File: src/rtl/hilo_ctrl.sv
// ============================================================================
// hilo_ctrl
// ----------------------------------------------------------------------------
// Sequencer and HI/LO register pair that sits downstream of the restoring
// divider. It accepts DIV / DIVU / MTHI / MTLO requests from the main control
// unit and feeds the divider unsigned operand magnitudes. When the divider
// finishes, it captures the raw remainder and quotient, applies MIPS sign
// correction, and holds the architectural HI/LO values. It also generates the
// stall (busy) and divide-by-zero indications for the control unit.
//
// Ports:
//   clk          clock; all state updates on the rising edge
//   reset        synchronous active-high reset
//   op_start     single-cycle request, sampled only while idle
//   op_sel       00 DIV (signed), 01 DIVU, 10 MTHI, 11 MTLO
//   rs_data      dividend, or the data written by MTHI/MTLO
//   rt_data      divisor
//   div_control  divider enable; high only while the divide is running
//   div_a        registered dividend magnitude to the divider
//   div_b        registered divisor magnitude to the divider
//   div_hi       raw remainder from the divider
//   div_lo       raw quotient from the divider
//   busy         high whenever an operation is in flight
//   done         one-cycle pulse after a HI/LO update or divide-by-zero abort
//   div_zero     one-cycle pulse, coincident with done, on divide by zero
//   hi, lo       architectural HI and LO
// ============================================================================
module hilo_ctrl #(
    parameter int DIV_CYCLES = 33
) (
    input  logic        clk,
    input  logic        reset,
    input  logic        op_start,
    input  logic [1:0]  op_sel,
    input  logic [31:0] rs_data,
    input  logic [31:0] rt_data,
    output logic        div_control,
    output logic [31:0] div_a,
    output logic [31:0] div_b,
    input  logic [31:0] div_hi,
    input  logic [31:0] div_lo,
    output logic        busy,
    output logic        done,
    output logic        div_zero,
    output logic [31:0] hi,
    output logic [31:0] lo
);

    localparam int CW = $clog2(DIV_CYCLES + 1);
    localparam logic [CW-1:0] COUNT_LAST = CW'(DIV_CYCLES - 1);
    localparam logic [CW-1:0] COUNT_ONE  = CW'(1);

    localparam logic [1:0] OP_DIV  = 2'b00;
    localparam logic [1:0] OP_MTHI = 2'b10;
    localparam logic [1:0] OP_MTLO = 2'b11;

    typedef enum logic [1:0] {
        ST_IDLE = 2'd0,
        ST_RUN  = 2'd1,
        ST_FIX  = 2'd2
    } state_t;

    state_t        state_reg, state_next;
    logic [CW-1:0] count_reg, count_next;
    logic [31:0]   hi_reg, hi_next;
    logic [31:0]   lo_reg, lo_next;
    logic [31:0]   div_a_reg, div_a_next;
    logic [31:0]   div_b_reg, div_b_next;
    logic          qneg_reg, qneg_next;
    logic          rneg_reg, rneg_next;
    logic          done_reg, done_next;
    logic          div_zero_reg, div_zero_next;
    logic          is_signed;

    always_ff @(posedge clk) begin
        if (reset) begin
            state_reg    <= ST_IDLE;
            count_reg    <= '0;
            hi_reg       <= '0;
            lo_reg       <= '0;
            div_a_reg    <= '0;
            div_b_reg    <= '0;
            qneg_reg     <= 1'b0;
            rneg_reg     <= 1'b0;
            done_reg     <= 1'b0;
            div_zero_reg <= 1'b0;
        end else begin
            state_reg    <= state_next;
            count_reg    <= count_next;
            hi_reg       <= hi_next;
            lo_reg       <= lo_next;
            div_a_reg    <= div_a_next;
            div_b_reg    <= div_b_next;
            qneg_reg     <= qneg_next;
            rneg_reg     <= rneg_next;
            done_reg     <= done_next;
            div_zero_reg <= div_zero_next;
        end
    end

    always_comb begin
        state_next    = state_reg;
        count_next    = count_reg;
        hi_next       = hi_reg;
        lo_next       = lo_reg;
        div_a_next    = div_a_reg;
        div_b_next    = div_b_reg;
        qneg_next     = qneg_reg;
        rneg_next     = rneg_reg;
        done_next     = 1'b0;
        div_zero_next = 1'b0;
        is_signed     = (op_sel == OP_DIV);

        case (state_reg)
            ST_IDLE: begin
                if (op_start) begin
                    if (op_sel == OP_MTHI) begin
                        hi_next   = rs_data;
                        done_next = 1'b1;
                    end else if (op_sel == OP_MTLO) begin
                        lo_next   = rs_data;
                        done_next = 1'b1;
                    end else if (rt_data == 32'd0) begin
                        // Abort without ever enabling the divider.
                        done_next     = 1'b1;
                        div_zero_next = 1'b1;
                    end else begin
                        // Two's-complement negate; 0x80000000 maps to itself,
                        // which is the correct unsigned magnitude.
                        div_a_next = (is_signed && rs_data[31]) ? (~rs_data + 32'd1) : rs_data;
                        div_b_next = (is_signed && rt_data[31]) ? (~rt_data + 32'd1) : rt_data;
                        qneg_next  = is_signed && (rs_data[31] ^ rt_data[31]);
                        // Remainder takes the sign of the dividend.
                        rneg_next  = is_signed && rs_data[31];
                        count_next = '0;
                        state_next = ST_RUN;
                    end
                end
            end
            ST_RUN: begin
                count_next = count_reg + COUNT_ONE;
                if (count_reg == COUNT_LAST) begin
                    state_next = ST_FIX;
                end
            end
            ST_FIX: begin
                // Divider is disabled here but still holds its raw results.
                lo_next    = qneg_reg ? (~div_lo + 32'd1) : div_lo;
                hi_next    = rneg_reg ? (~div_hi + 32'd1) : div_hi;
                done_next  = 1'b1;
                state_next = ST_IDLE;
            end
            default: begin
                state_next = ST_IDLE;
            end
        endcase
    end

    assign div_control = (state_reg == ST_RUN);
    assign busy        = (state_reg != ST_IDLE);
    assign div_a       = div_a_reg;
    assign div_b       = div_b_reg;
    assign done        = done_reg;
    assign div_zero    = div_zero_reg;
    assign hi          = hi_reg;
    assign lo          = lo_reg;

endmodule

File: config.mk
export PLATFORM = sky130hd
export DESIGN_NAME = hilo_ctrl
export DESIGN_NICKNAME = d
export VERILOG_FILES = /design/src/rtl/hilo_ctrl.sv
export SDC_FILE = /design/constraint.sdc
export NUM_CORES = 1
export LEC_CHECK = 0
export CORE_MARGIN = 2
export CORE_UTILIZATION = 45
export CTS_CLUSTER_SIZE = 10
export DETAILED_ROUTE_END_ITERATION = 8
export GPL_TIMING_DRIVEN = 1
export PLACE_DENSITY = 0.79
export SLEW_MARGIN = 10
export SYNTH_ARGS = -nofsm -noshare
export SYNTH_HDL_FRONTEND = slang
export SYNTH_SLANG_ARGS = --single-unit
File: constraint.sdc
create_clock -name clk -period 3.85 [get_ports clk]
set_input_delay 0.5775 -clock clk [delete_from_list [all_inputs] [get_ports clk]]
set_output_delay 0.5775 -clock clk [all_outputs]
set_load 0.03 [all_outputs]
==> impl_metrics.json <==
{
  "outcome": "completed",
  "finalClockSkew_ns": 0.00628,
  "port_buffers": 264,
  "cts_buffers": 17,
  "initial_utilization_pct": 45.5,
  "clk_latency_ns": 0.44,
  "criticalPathCategory": "in2reg",
  "holdCritStartpoint": "lo[18]$_SDFFE_PP0P_",
  "cts_tree": "yes",
  "path_clk_slew_ns": 0.06,
  "antenna_found_initial": 0,
  "critical_path_arrival_ns": 3.37,
  "yosysMostFrequentCell": "dfxtp_1",
  "fp-row-count": 49,
  "drive_above_1_share_pct": 5.20,
  "wl_per_cell_um": 19.3,
  "holdPathStages": 2,
  "grt_max_degree": 62,
  "wirelength_um": 28900,
  "vias": 8928,
  "startpoint_type": "input port",
  "critPathMaxStageDelay_ns": 0.69,
  "leakagePower_nw": 3.89,
  "post_cts_buffers": 0,
  "placed_cells": 1466,
  "async_flop_share_pct": 0,
  "fin_util_pct": 64.6,
  "syn-num-nets": 1177,
  "synth-seq-cells": 140,
  "timing.rr.end": "hi[18]$_SDFFE_PP0P_",
  "grt-busiest-layer": "met2",
  "synth_area_leaders": "dfxtp_1 35%, a21oi_1 7.3%, xor2_1 6.7%",
  "min_to": "lo[18]$_SDFFE_PP0P_",
  "crit_path_end_kind": "flip-flop",
  "nets": 1395,
  "fmax_mhz": 327,
  "dr.first_iter.drc_count": 1154,
  "fin_crit_ns": 3.06,
  "io_pins": 265,
  "worstPathCellList": "clkdlybuf4s50_1 -> or4_1 -> nor4b_4 -> nand4b_2 -> and2_4 -> buf_4 -> o21ai_0 -> a21oi_1",
  "area_growth_pct": 42.2,
  "vias_per_cell": 5.96,
  "synth_area_um2": 8110,
  "hp-class": "reg2reg",
  "reg2reg_depth": 6,
  "met1_usage_pct": 42.2,
  "grt_usage_pct": 29.4,
  "ant_nets": 0,
  "use_met2_pct": 43.4,
  "hpwl_um": 21500,
  "finalHoldViolCount": 0,
  "globalplace.congestion": 0.935,
  "critPathMaxFanout": 45,
  "synthesis.instances": 1038,
  "worst_slew_pin_slew_ns": 1.07,
  "setup_tns_ns": 0,
  "htree_levels": 4,
  "insertedDiodeCount": 0,
  "firstDrtPassIters": 5,
  "drc": 0,
  "cts.sinks": 140,
  "ys_warn_count": 0,
  "grt_pass1_wl_um": 44600,
  "ys_types": 65,
  "synthFlopType": "dfxtp_1",
  "final_max_slew_viol_count": 0,
  "post-route-period-util_pct": 79.5,
  "use_met3_pct": 4.92,
  "ys_seq_area_share_pct": 34.6,
  "finalSetupViolCount": 0,
  "die_w_um": 138,
  "power_density_nw_per_um2": 377,
  "synth_top_area_share_pct": 34.6,
  "worstPathRequired_ns": 4.16,
  "postCtsResizedCells": 0,
  "r2r_slack_ns": 1.46,
  "grt-ovfl-total": 0,
  "synth_edf_count": 0,
  "rsz0062_at_grt": "false",
  "clock_tree.buffer_depth": 2,
  "root_buffer": "clkbuf_16",
  "dpl_cell_area_um2": 10900,
  "die_h_um": 138,
  "ir_worst_vdd_mv": 0.332,
  "stdcell_area_um2": 11500,
  "cp_slowest_cell": "or4_1",
  "ctsHoldBuffers": 0,
  "maxSlewHeadroom_pct": 28.7,
  "core_um2": 17800,
  "dieArea_um2": 19100,
  "r2r-start": "state_reg[1]$_SDFFE_PP0P_",
  "synthTopCellsByCount": "140 x dfxtp_1, 129 x nor2_1, 119 x a21oi_1",
  "synth.largest_area_cell": "dfxtp_1",
  "avgSynthCellArea_um2": 7.81,
  "fin_cells": 1498,
  "maxCapViolations": 0,
  "grt_pass1_vias": 7950
}
## layer usage
metal  vias up  wire length (um)
li1       4244                 -
met2       436             12800
met5         -                 0
met3        79              2430
met4         0              1200
met1      4169             12500
## worst max-delay path by stage
stage / startpoint / to / depth (start not counted)
3_3_place_gp: rt_data[0] / div_a[23]$_SDFFE_PP0P_ / 10
4_1_cts: rt_data[17] / div_b[15]$_SDFFE_PP0P_ / 8
3_5_place_dp: rt_data[17] / div_a[20]$_SDFFE_PP0P_ / 8
6_report: rt_data[17] / div_a[11]$_SDFFE_PP0P_ / 8
2_1_floorplan: div_hi[6] / hi[29]$_SDFFE_PP0P_ / 8
5_1_grt: rt_data[0] / div_a[11]$_SDFFE_PP0P_ / 10
## through the flow
step | power (mW) | setup slack (ns) | hold slack, ns
final | 4.35 | 0.790 | 0.454
after global routing | 4.49 | 0.563 | 0.466
after CTS | 4.36 | 0.823 | 0.454
after detailed placement | 2.46 | 0.399 | 0.446
after global placement | 2.45 | 0.489 | 0.441
after floorplan | 2.02 | 1.09 | 0.514
## logic make-up after synthesis
logic type / share of synthesized area (%)
flops: 34.6
buf+inv: 4.92
fa+ha+maj: 0.926
mux: 0.633
simple gates: 19.4
compound gates: 27.8
xor+xnor: 11.8
## worst max-delay path, delay by kind of cell
family / cells / cell delay [ns]
and+or+nand+nor: 4 / 1.75
buffers and inverters: 2 / 0.75
AOI/OAI and AO/OA: 2 / 0.27
## layout make-up
class / count / area, um2
Tap cell: 229 / 287
Clock inverter: 13 / 238
Sequential cell: 140 / 2800
Fill cell: 1539 / 6310
Clock buffer: 19 / 443
Inverter: 17 / 63.8
Timing Repair Buffer: 278 / 2770
Multi-Input combinational cell: 802 / 4930
## layout by cell type, fill, tap and decap left out, types with 4 or more instances in the layout
cell type        count
clkdlybuf4s50_1    263
dfxtp_1            140
nor2_1             129
a21oi_1            119
o21ai_0             83
nand2_1             68
xor2_1              62
xnor2_1             47
a211oi_1            41
nor3_1              28
o31ai_1             23
o41ai_1             18
clkbuf_16           17
inv_1               16
or3_1               16
nor4_1              16
or4_1               14
buf_4               13
nand3_1             11
nand2b_1             9
a31oi_1              9
a211o_1              8
or2_2                7
a22oi_1              7
o211ai_1             7
a221oi_1             6
ha_1                 6
bufinv_16            6
a311oi_1             5
o2111ai_1            4
mux2i_1              4
o311ai_0             4
nand4_1              4
## where the power goes
| group | total (mW) | switching (mW) | leakage (nW) | internal, mW |
|---|---|---|---|---|
| clock network | 1.92 | 0.678 | 0.320 | 1.24 |
| registers | 1.57 | 0.0443 | 1.14 | 1.52 |
| logic | 0.869 | 0.497 | 2.43 | 0.373 |
Note: power is estimated with default switching activity, not from simulation.
